[config.mk]
export PLATFORM = sky130hd
export DESIGN_NAME = bcd_scan_counter_flat
export DESIGN_NICKNAME = d
export VERILOG_FILES = /design/src/rtl/bcd_pkg.sv /design/src/rtl/bcd_scan_counter_if.sv /design/src/rtl/bcd_digit.sv /design/src/rtl/bcd_scan_counter.sv /design/src/flat_wrapper.sv
export SDC_FILE = /design/constraint.sdc
export NUM_CORES = 1
export LEC_CHECK = 0
export CORE_UTILIZATION = 25
export CTS_BUF_LIST = sky130_fd_sc_hd__clkbuf_8
export DETAILED_ROUTE_END_ITERATION = 8
export SYNTH_ARGS = -nofsm -noshare
export SYNTH_HDL_FRONTEND = slang
export SYNTH_HIERARCHICAL = 1
export SYNTH_SLANG_ARGS = --single-unit
[constraint.sdc]
create_clock -name clk -period 8.4 [get_ports clk]
set_input_delay 0.84 -clock clk [delete_from_list [all_inputs] [get_ports clk]]
set_output_delay 0.84 -clock clk [all_outputs]
set_load 0.01 [all_outputs]
[src/rtl/bcd_pkg.sv]
// Shared types and constants for the four-digit BCD scan counter.
package bcd_pkg;

  localparam int NUM_DIGITS = 4;

  typedef logic [3:0] bcd_digit_t;
  typedef bcd_digit_t [NUM_DIGITS-1:0] bcd_word_t;
  typedef logic [1:0] scan_idx_t;

  localparam bcd_digit_t BCD_MAX = 4'd9;

  // True when every nibble of the word is a legal decimal digit.
  function automatic logic is_valid_word(input bcd_word_t w);
    logic ok = 1'b1;
    for (int i = 0; i < NUM_DIGITS; i++) begin
      if (w[i] > BCD_MAX) ok = 1'b0;
    end
    return ok;
  endfunction

endpackage

[src/rtl/bcd_scan_counter_if.sv]
// Control and display signals of the BCD scan counter; master drives, slave is the counter.
interface bcd_scan_counter_if;

  logic        en;
  logic        up;
  logic        load;
  logic [15:0] load_val;
  logic [15:0] count;
  logic [3:0]  bcd;
  logic [3:0]  dig_sel;
  logic        tc;
  logic        load_err;

  modport master (
    output en, up, load, load_val,
    input  count, bcd, dig_sel, tc, load_err
  );

  modport slave (
    input  en, up, load, load_val,
    output count, bcd, dig_sel, tc, load_err
  );

endinterface

[src/rtl/bcd_digit.sv]
// One decimal digit with load, up/down step and ripple carry/borrow.
module bcd_digit
  import bcd_pkg::*;
(
  input  logic       clk,
  input  logic       rst_n,
  input  logic       load_i,
  input  bcd_digit_t load_val_i,
  input  logic       up_i,
  input  logic       carry_i,
  output bcd_digit_t digit_o,
  output logic       carry_o
);

  bcd_digit_t digit_q, digit_d;

  // NOTE: every signal written in always_comb gets a default first, so no path leaves it unassigned and no latch is inferred.
  always_comb begin
    digit_d = digit_q;
    if (load_i) begin
      digit_d = load_val_i;
    end else if (carry_i) begin
      if (up_i) digit_d = (digit_q == BCD_MAX) ? 4'd0 : digit_q + 4'd1;
      else      digit_d = (digit_q == 4'd0) ? BCD_MAX : digit_q - 4'd1;
    end
  end

  // A step request passes on only when this digit rolls over in the chosen direction.
  assign carry_o = carry_i && (up_i ? (digit_q == BCD_MAX) : (digit_q == 4'd0));
  assign digit_o = digit_q;

  // NOTE: sequential state uses non-blocking assignments so all registers update together at the edge.
  always_ff @(posedge clk or negedge rst_n) begin
    if (!rst_n) digit_q <= 4'd0;
    else        digit_q <= digit_d;
  end

endmodule

[src/rtl/bcd_scan_counter.sv]
// Four-digit up/down BCD counter with validated load and a multiplexed digit scan output.
module bcd_scan_counter #(
  parameter int unsigned SCAN_DIV   = 1000,
  parameter int unsigned NUM_DIGITS = 4
) (
  input  logic                clk,
  input  logic                rst_n,
  bcd_scan_counter_if.slave   bus
);

  if (NUM_DIGITS != bcd_pkg::NUM_DIGITS) begin : g_bad_num_digits
    $error("bcd_scan_counter supports exactly four digits");
  end
  if (SCAN_DIV < 1 || SCAN_DIV > 65535) begin : g_bad_scan_div
    $error("bcd_scan_counter SCAN_DIV must be in 1..65535");
  end

  localparam logic [15:0] PRESC_LAST = 16'(SCAN_DIV - 1);

  bcd_pkg::bcd_word_t count;
  logic               load_ok;
  logic               load_bad;
  logic               step_en;
  logic [bcd_pkg::NUM_DIGITS:0] carry;

  logic               tc_q, load_err_q;
  logic [15:0]        presc_q, presc_d;
  bcd_pkg::scan_idx_t scan_idx_q, scan_idx_d;

  // A rejected load still owns the cycle, so it blocks counting as well.
  assign load_ok  = bus.load &&  bcd_pkg::is_valid_word(bus.load_val);
  assign load_bad = bus.load && !bcd_pkg::is_valid_word(bus.load_val);
  assign step_en  = bus.en && !bus.load;
  assign carry[0] = step_en;

  for (genvar i = 0; i < bcd_pkg::NUM_DIGITS; i++) begin : g_digit
    bcd_digit u_digit (
      .clk        (clk),
      .rst_n      (rst_n),
      .load_i     (load_ok),
      .load_val_i (bus.load_val[4*i +: 4]),
      .up_i       (bus.up),
      .carry_i    (carry[i]),
      .digit_o    (count[i]),
      .carry_o    (carry[i+1])
    );
  end

  always_comb begin
    presc_d    = presc_q + 16'd1;
    scan_idx_d = scan_idx_q;
    if (presc_q == PRESC_LAST) begin
      presc_d    = 16'd0;
      scan_idx_d = scan_idx_q + 2'd1;
    end
  end

  // Carry out of the top digit is the wrap event; loads gate the chain so they never flag tc.
  always_ff @(posedge clk or negedge rst_n) begin
    if (!rst_n) begin
      tc_q       <= 1'b0;
      load_err_q <= 1'b0;
      presc_q    <= 16'd0;
      scan_idx_q <= 2'd0;
    end else begin
      tc_q       <= carry[bcd_pkg::NUM_DIGITS];
      load_err_q <= load_bad;
      presc_q    <= presc_d;
      scan_idx_q <= scan_idx_d;
    end
  end

  assign bus.count    = count;
  assign bus.bcd      = count[scan_idx_q];
  assign bus.dig_sel  = 4'b0001 << scan_idx_q;
  assign bus.tc       = tc_q;
  assign bus.load_err = load_err_q;

endmodule

[src/flat_wrapper.sv]
// flat-port wrapper written by rule: the top's interface ports become plain ports
module bcd_scan_counter_flat 
#(
  parameter int unsigned SCAN_DIV   = 1000,
  parameter int unsigned NUM_DIGITS = 4
)
  (clk, rst_n, bus_en, bus_up, bus_load, bus_load_val, bus_count, bus_bcd, bus_dig_sel, bus_tc, bus_load_err);
  bcd_scan_counter_if bus_i ();
  input  logic clk;
  input  logic rst_n;
  input wire logic [$bits(bus_i.en)-1:0] bus_en;
  input wire logic [$bits(bus_i.up)-1:0] bus_up;
  input wire logic [$bits(bus_i.load)-1:0] bus_load;
  input wire logic [$bits(bus_i.load_val)-1:0] bus_load_val;
  output wire logic [$bits(bus_i.count)-1:0] bus_count;
  output wire logic [$bits(bus_i.bcd)-1:0] bus_bcd;
  output wire logic [$bits(bus_i.dig_sel)-1:0] bus_dig_sel;
  output wire logic [$bits(bus_i.tc)-1:0] bus_tc;
  output wire logic [$bits(bus_i.load_err)-1:0] bus_load_err;
  assign bus_i.en = bus_en;
  assign bus_i.up = bus_up;
  assign bus_i.load = bus_load;
  assign bus_i.load_val = bus_load_val;
  assign bus_count = bus_i.count;
  assign bus_bcd = bus_i.bcd;
  assign bus_dig_sel = bus_i.dig_sel;
  assign bus_tc = bus_i.tc;
  assign bus_load_err = bus_i.load_err;
  bcd_scan_counter #(.SCAN_DIV(SCAN_DIV), .NUM_DIGITS(NUM_DIGITS)) u_core (.clk(clk), .rst_n(rst_n), .bus(bus_i));
endmodule
# [Word-level counts from Yosys, hierarchy flattened]
# Cells that the tools add are included.
# W data, S select, Z words.
[totals] output_inout_bits=26 elab_cells=77 input_bits=21 register_bits=36
[classes] eq_ne=5 magnitude_cmp=5 add_sub_neg=10 reduce_logical=17 n_mux=31 shift=1
[op_table] cell="$mux W4" n=21
[op_table] cell="$add A16 B1 Y16 const B" n=1
[op_table] cell="$add A4 B1 Y4 const B" n=4
[op_table] cell="$eq A16 B10 Y1 const B" n=1
[op_table] cell="$eq A4 B4 Y1 const B" n=4
[op_table] cell="$gt A4 B4 Y1 const B" n=4
[op_table] cell="$logic_not A4 Y1" n=4
[op_table] cell="$mux W16" n=1
[op_table] cell="$sub A4 B1 Y4 const B" n=4
[op_table] cell="$bmux W4 S2" n=1
[op_table] cell="$mux W1" n=8
[op_table] cell="$reduce_bool A2 Y1" n=4
[op_table] cell="$logic_and A1 B1 Y1" n=7
[op_table] cell="$shl A1 B2 Y4 const A" n=1
[op_table] cell="$lt A2 B3 Y1 const B" n=1
[op_table] cell="$add A2 B1 Y2 const B" n=1
[op_table] cell="$logic_not A1 Y1" n=2

# [Depth between registers and ports, before layout]
# Gate-level depths: netlist of run 1.
[logic_depth] ltp_word=7 ltp_mapped=14 ltp_nobuf=10

# [Cells and area by module]
# Netlist of run 1, hierarchy kept.
[by_module_without_submodules] module="bcd_digit" instances=4 seq_area_each_um2=100.1 cells_each=46 area_each_um2=400.4
[by_module_without_submodules] module="bcd_scan_counter" instances=1 seq_area_each_um2=500.5 cells_each=93 area_each_um2=1052.3

# [Worst setup path before layout of run 1]
# Ideal clock, no wire load.
[synth_timing] path_kind="input to register" start="input port bus_up" end="register u_core.g_digit[3].u_digit.digit_q[2]" arrival_ns=3.461 required_ns=8.274 path_buffers=4 setup_time_ns=0.126 path_slack_ns=4.813 stages=12 cell_sequence="buf_2 > or3_4 > a2111oi_4 > clkbuf_1 > inv_1 > a2111oi_4 > clkbuf_1 > inv_1 > a2111oi_4 > clkbuf_1 > o21ai_0 > a311o_1"
[synth_via] elab_chain_cells=5 word_cells_on_any_way=10 classes_between="mux (6); reduce/logical (4)"
[synth_rtl] item="from (decl)" line="flat_wrapper.sv:12" source="input wire logic [$bits(bus_i.up)-1:0] bus_up;"
[synth_rtl] item="$mux W1" line="bcd_digit.sv:29" source="assign carry_o = carry_i && (up_i ? (digit_q == BCD_MAX) : (digit_q == 4'd0));"
[synth_rtl] item="$logic_and A1 B1 Y1" line="bcd_digit.sv:29"
[synth_rtl] item="named net u_core.carry (one bit)" line="bcd_scan_counter.sv:24" source="logic [bcd_pkg::NUM_DIGITS:0] carry;"
[synth_rtl] item="$logic_and A1 B1 Y1" line="bcd_digit.sv:29"
[synth_rtl] item="named net u_core.carry (one bit)" line="bcd_scan_counter.sv:24"
[synth_rtl] item="$logic_and A1 B1 Y1" line="bcd_digit.sv:29"
[synth_rtl] item="named net u_core.carry (one bit)" line="bcd_scan_counter.sv:24"
[synth_rtl] item="$reduce_bool A2 Y1 (no source line)"
[synth_rtl] item="to (signal assigned)" line="bcd_digit.sv:35" source="else digit_q <= digit_d;"
[synth_rtl] item="to (decl)" line="bcd_digit.sv:15" source="bcd_digit_t digit_q, digit_d;"
# The timed path passes the listed nets, and every way through them passes these cells. The select of a mux whose other input is x is not followed.
# A chain may end at the register's enable or synchronous reset.

# [Final worst setup path of run 1]
# Same ends and word-level chain as after synthesis.

==> results of run 1 <==
-- routing by layer --
| metal | vias up | wire [µm] | GRT usage |
|---|---|---|---|
| met5 | - | 0 | 0 |
| met2 | 37 | 3010 | 0.195 |
| met1 | 1018 | 3000 | 0.160 |
| met4 | 0 | 75 | 0.0423 |
| met3 | 5 | 162 | 0.0162 |
| li1 | 1068 | - | - |
-- cells in the mapped netlist --
library cell	number
dfrtp_1	36
nand2_1	19
o21ai_0	19
nor2_1	17
inv_1	16
xnor2_1	14
buf_6	13
nand3_1	12
and2_1	9
xor2_1	9
o2111ai_1	8
a21oi_1	6
nor3_1	6
clkbuf_1	5
ha_1	5
nand3b_1	5
or4_1	5
a2111oi_4	4
a21boi_0	4
a21o_1	4
a311o_1	4
a31oi_1	4
and3_1	4
buf_2	4
mux4_2	4
nand2b_1	4
nand4b_1	4
nor4b_1	4
o211a_1	4
o31a_1	4
or3_4	4
nand4_1	3
nor2b_1	3
nor4_1	3
or3_1	3
o21ai_1	2
a22o_1	1
nor4_4	1
or4_4	1
-- metrics by stage --
step                utilization  setup WS (ns)
floorplan                     -           4.81
global placement          0.301           4.17
detailed placement        0.301           4.05
CTS                       0.312           4.37
global route              0.312           4.10
finish                    0.312           4.34
-- worst min path at each step --
stage                      start                end  slack (ns)  cells past startpoint
2_1_floorplan  u_core/presc_q[0]  u_core/presc_q[0]        0.43                      1
3_3_place_gp   u_core/presc_q[0]  u_core/presc_q[0]        0.45                      1
3_5_place_dp   u_core/presc_q[0]  u_core/presc_q[0]        0.45                      1
4_1_cts        u_core/presc_q[0]  u_core/presc_q[0]        0.47                      1
5_1_grt        u_core/presc_q[0]  u_core/presc_q[0]        0.49                      1
6_report       u_core/presc_q[0]  u_core/presc_q[0]        0.47                      1
-- placed cells by master, fill, tap and decap left out, types with 5 or more instances in the layout --
cell type        count
ha_1                 5
nor3_1               6
o2111ai_1            8
xor2_1               9
or4_1                5
nand2_1             19
clkbuf_8             5
nor2_1              17
nand3_1             12
inv_1               16
clkdlybuf4s50_1     45
and2_1               9
a21oi_1              6
o21ai_0             19
xnor2_1             14
dfrtp_1             36
nand3b_1             5
-- power by group --
part	internal, mW	switching, mW	total, mW
Clock	0.0879	0.0697	0.158
Combinational	0.159	0.102	0.262
Sequential	0.200	0.101	0.301
Total	0.447	0.273	0.720
-- final cells by class --
cell class              instances  area (µm²)  area share
flip-flops and latches         36         901       0.280
inverters                      16        60.1      0.0186
multi-input cells             203        1510       0.468
repair buffers                 48         470       0.146
clock buffers                   5        68.8      0.0214
well taps                     136         170      0.0528
clock inverters                 3        42.5      0.0132
-- logic make-up after synthesis --
kind of cell    after synthesis  share of synthesized area
flops                        36                      0.339
compound gates               64                      0.198
buf+inv                      38                     0.0924
simple gates                107                      0.237
fa+ha+maj                     5                     0.0236
mux                           4                     0.0339
xor+xnor                     23                     0.0759
-- flip-flops by register name, indices dropped and copies added, names as in the netlist --
register,flops
u_core/scan_idx_q,2
u_core/g_digit.u_digit/digit_o,16
u_core/bus.tc,1
u_core/presc_q,16
u_core/bus.load_err,1
-- critical path, cell delays in order --
cell             delay [ns]
clkdlybuf4s50_1        0.40
buf_4                  0.25
or3_4                  0.38
a2111oi_4              0.58
inv_1                  0.14
a2111oi_4              0.47
inv_1                  0.15
a2111oi_4              0.45
o21ai_0                0.18
a311o_1                0.38
==> results.json, run 1 <==
{
  "area_growth_pct": 21.4,
  "post_cts_buffers": 0,
  "total_power_mw": 0.720,
  "vias": 2128,
  "final_cells": 447,
  "synth_largest_area_cell": "dfrtp_1",
  "postSynthCellCount": 277,
  "yosysWarnings": 6,
  "grt_antenna_before_repair": 0,
  "grt_max_degree": 41,
  "drive_gt1_frac": 0.0804,
  "min_path_type": "flop to flop",
  "start_kind": "input port",
  "layout.nets": 336,
  "top_level_ports": 47,
  "placed_cells": 439,
  "core_area_um2": 10300,
  "ys_seq_area_frac": 0.339,
  "rr_endpoint": "u_core/g_digit[3].u_digit/digit_o[2]",
  "port_buffers": 46,
  "routed_wl_mm": 6.25,
  "critical_path.max_fanout": 40,
  "grt_pass1_vias": 2035,
  "tightest_slew_ns": 0.927,
  "cp-end-kind": "flop",
  "rsz0062_at_grt": "false",
  "outcome": "finished clean",
  "num-fill-cells": 1063,
  "r2r_start": "u_core/g_digit[0].u_digit/digit_o[0]",
  "rows": 37,
  "cts_tree": "done",
  "fin_crit_ns": 4.06,
  "drt_pass1_iterations": 4,
  "die_x_um": 105,
  "fin_area_um2": 3220,
  "ir_drop_mv": 0.0848,
  "synth_area_um2": 2650,
  "max-slew-margin-rel": 0.380,
  "initialDrtViolationCount": 119,
  "dp_hpwl_mm": 4.45,
  "synth_fp_nets": 303,
  "final-hold-violation-count": 0,
  "fin_skew_ns": 0.00818,
  "fmax_ghz": 0.246,
  "reg2regPathDepth": 8,
  "avgSynthCellArea_um2": 9.58,
  "place_area_um2": 3110,
  "cap_violations": 0,
  "cts_inserted_buffers": 5,
  "grt_overflow_total": 0,
  "cts_root_buf": "clkbuf_8",
  "synth.top_cell.area_share": 0.339,
  "cts_sinks": 36,
  "endpoint": "u_core/g_digit[3].u_digit/digit_o[2]",
  "critPathLaunch": "bus_up",
  "slew_violations": 0,
  "routedWlPerCell_um": 14.0,
  "design.die.area_um2": 11000,
  "drc_errors": 0,
  "critPathKind": "input port to flop",
  "grt.total_usage": 0.119,
  "finalCritPeriodShare": 0.484,
  "num_antenna_cells": 0,
  "path_clk_slew_ns": 0.08,
  "antenna_left": 0,
  "grt_pass1_wl_mm": 10.6,
  "cts_hold_buf": 0,
  "viasPerCell": 4.76,
  "initial_utilization": 0.257,
  "die_h_um": 105,
  "holdWs_ns": 0.466,
  "r2r_slack_ns": 4.94,
  "required_ns": 8.59,
  "powerDensity_nw_per_um2": 224,
  "total_leakage_power_nw": 1.22,
  "worst_ep_arrival_time_ns": 4.25,
  "ys_types": 39,
  "cts.repair.resized": 0,
  "gp_congestion": 0.776,
  "htree_levels": 2,
  "clockBufferDepth": 2,
  "finalSetupViolCount": 0,
  "synth-seq-cells": 36,
  "synth.area.top_cells": "dfrtp_1, buf_6, xnor2_1",
  "clock_latency_ns": 0.30,
  "tns_ns": 0
}
Power figures use the tool's default switching activity.
==> inputs of run 2 (changes only) <==
Clock period 8.4 ns to 3.5 ns, I/O delays scaled along.
==> results.json, run 2 (synthesis results as in run 1) <==
{
  "clockBufferDepth": 2,
  "final_cells": 453,
  "finalSetupViolCount": 0,
  "worst_ep_arrival_time_ns": 2.97,
  "htree_levels": 2,
  "total_power_mw": 1.74,
  "grt_pass1_vias": 2017,
  "min_path_type": "input port to asynchronous set/reset pin",
  "placed_cells": 445,
  "outcome": "finished clean",
  "grt_overflow_total": 0,
  "final_cell_mix": "clkdlybuf4s50_1, dfrtp_1, nand2_1, o21ai_0, nor2_1",
  "top_level_ports": 47,
  "rr_endpoint": "u_core/g_digit[3].u_digit/digit_o[2]",
  "power_switching_mw": 0.652,
  "crit_path_max_incr_delay_ns": 0.45,
  "powerDensity_nw_per_um2": 534,
  "intPower_mw": 1.09,
  "required_ns": 3.67,
  "critPathKind": "input port to flop",
  "layout.nets": 342,
  "rsz0062_at_grt": "false",
  "antenna_left": 0,
  "grt_pass1_wl_mm": 10.2,
  "num_antenna_cells": 0,
  "clkPwrFrac": 0.213,
  "critical_path.slowest_cell": "a2111oi_4",
  "vias": 2186,
  "drc_errors": 0,
  "fin_crit_ns": 2.80,
  "p_comb_frac": 0.392,
  "initialDrtViolationCount": 77,
  "r2r_start": "u_core/g_digit[0].u_digit/digit_o[3]",
  "seqPwrFrac": 0.395,
  "initial_utilization": 0.257,
  "max-slew-margin-rel": 0.447,
  "rows": 37,
  "reg2regPathDepth": 8,
  "path_clk_slew_ns": 0.08,
  "slew_violations": 0,
  "drive_gt1_frac": 0.0978,
  "cts_inserted_buffers": 5,
  "die_x_um": 105,
  "ir_drop_mv": 0.229,
  "drt_pass1_iterations": 5,
  "routed_wl_mm": 6.16,
  "viasPerCell": 4.83,
  "critical_path.max_fanout": 8,
  "die_h_um": 105,
  "area_growth_pct": 23.1,
  "final-hold-violation-count": 0,
  "r2r_slack_ns": 0.77,
  "grt_max_degree": 39,
  "cts.repair.resized": 0,
  "layout_commonest_cell": "clkdlybuf4s50_1",
  "core_area_um2": 10300,
  "cts_sinks": 36,
  "crit_family": "compound AO/OA/AOI/OAI gates",
  "cpMostUsedCell": "a2111oi_4",
  "design.die.area_um2": 11000,
  "post_cts_buffers": 0,
  "dp_hpwl_mm": 4.43,
  "cts_hold_buf": 0,
  "cp_num_buf_inv": 3,
  "cts_root_buf": "clkbuf_8",
  "grt.total_usage": 0.114,
  "clock_latency_ns": 0.29,
  "routedWlPerCell_um": 13.6,
  "tns_ns": 0,
  "cap_violations": 0,
  "holdWs_ns": 0.164,
  "swShare": 0.374,
  "fin_util": 0.316,
  "finalCritPeriodShare": 0.799,
  "start_kind": "input port",
  "cp-end-kind": "flop",
  "crit_path_cell_trace": "clkdlybuf4s50_1, or3_4, a2111oi_4, inv_1, a2111oi_4, inv_1, a2111oi_4, o21ai_0, a311o_1",
  "cts_tree": "done",
  "total_leakage_power_nw": 1.25,
  "fmax_ghz": 0.358,
  "gp_congestion": 0.768,
  "fin_skew_ns": 0.0121,
  "tightest_slew_ns": 0.829,
  "grt_antenna_before_repair": 0,
  "port_buffers": 46
}
-- run 2: how the worst max path moves through the flow --
| stage | start | to | slack (ns) | cells past startpoint |
|---|---|---|---|---|
| floorplan | u_core/g_digit[0].u_digit/digit_o[3] | u_core/g_digit[3].u_digit/digit_o[2] | 0.28 | 12 |
| global placement | bus_up | u_core/g_digit[3].u_digit/digit_o[2] | 0.46 | 9 |
| detailed placement | bus_up | u_core/g_digit[3].u_digit/digit_o[2] | 0.40 | 9 |
| CTS | bus_up | u_core/g_digit[3].u_digit/digit_o[2] | 0.69 | 9 |
| global route | bus_up | u_core/g_digit[3].u_digit/digit_o[2] | 0.57 | 9 |
| finish | bus_up | u_core/g_digit[3].u_digit/digit_o[2] | 0.70 | 9 |
-- run 2: through the flow --
stage	cell area (µm²)	worst slack, ns
floorplan	2650	0.284
global placement	3150	0.458
global route	3270	0.569
finish	3270	0.704
CTS	3270	0.690
detailed placement	3150	0.396
-- run 2: power by group through the flow --
stage	clock, mW	sequential (mW)	combinational (mW)
after floorplan	0	0.610	0.541
after global placement	0	0.696	0.681
final	0.371	0.689	0.683
after detailed placement	0	0.697	0.688
after CTS	0.385	0.690	0.691
after global routing	0.399	0.716	0.741
-- run 2: layout make-up --
type                            count  area, µm²
Inverter                           16       60.1
Tap cell                          136        170
Fill cell                        1060       7060
Multi-Input combinational cell    203       1510
Clock buffer                        5       68.8
Sequential cell                    36        901
Timing Repair Buffer               54        515
Clock inverter                      3       42.5
-- run 2: worst register-to-register path: stages, from the launching register on --
cell	delay, ns
dfrtp_1	0.39
or3_4	0.40
a2111oi_4	0.36
inv_1	0.11
a2111oi_4	0.22
inv_1	0.12
a2111oi_4	0.45
o21ai_0	0.18
a311o_1	0.38
-- run 2: routing by layer --
layer  GRT usage  part of all wire
met1       0.153              0.48
met2       0.187              0.48
met3      0.0168             0.026
met4      0.0382             0.018
met5           0                 0
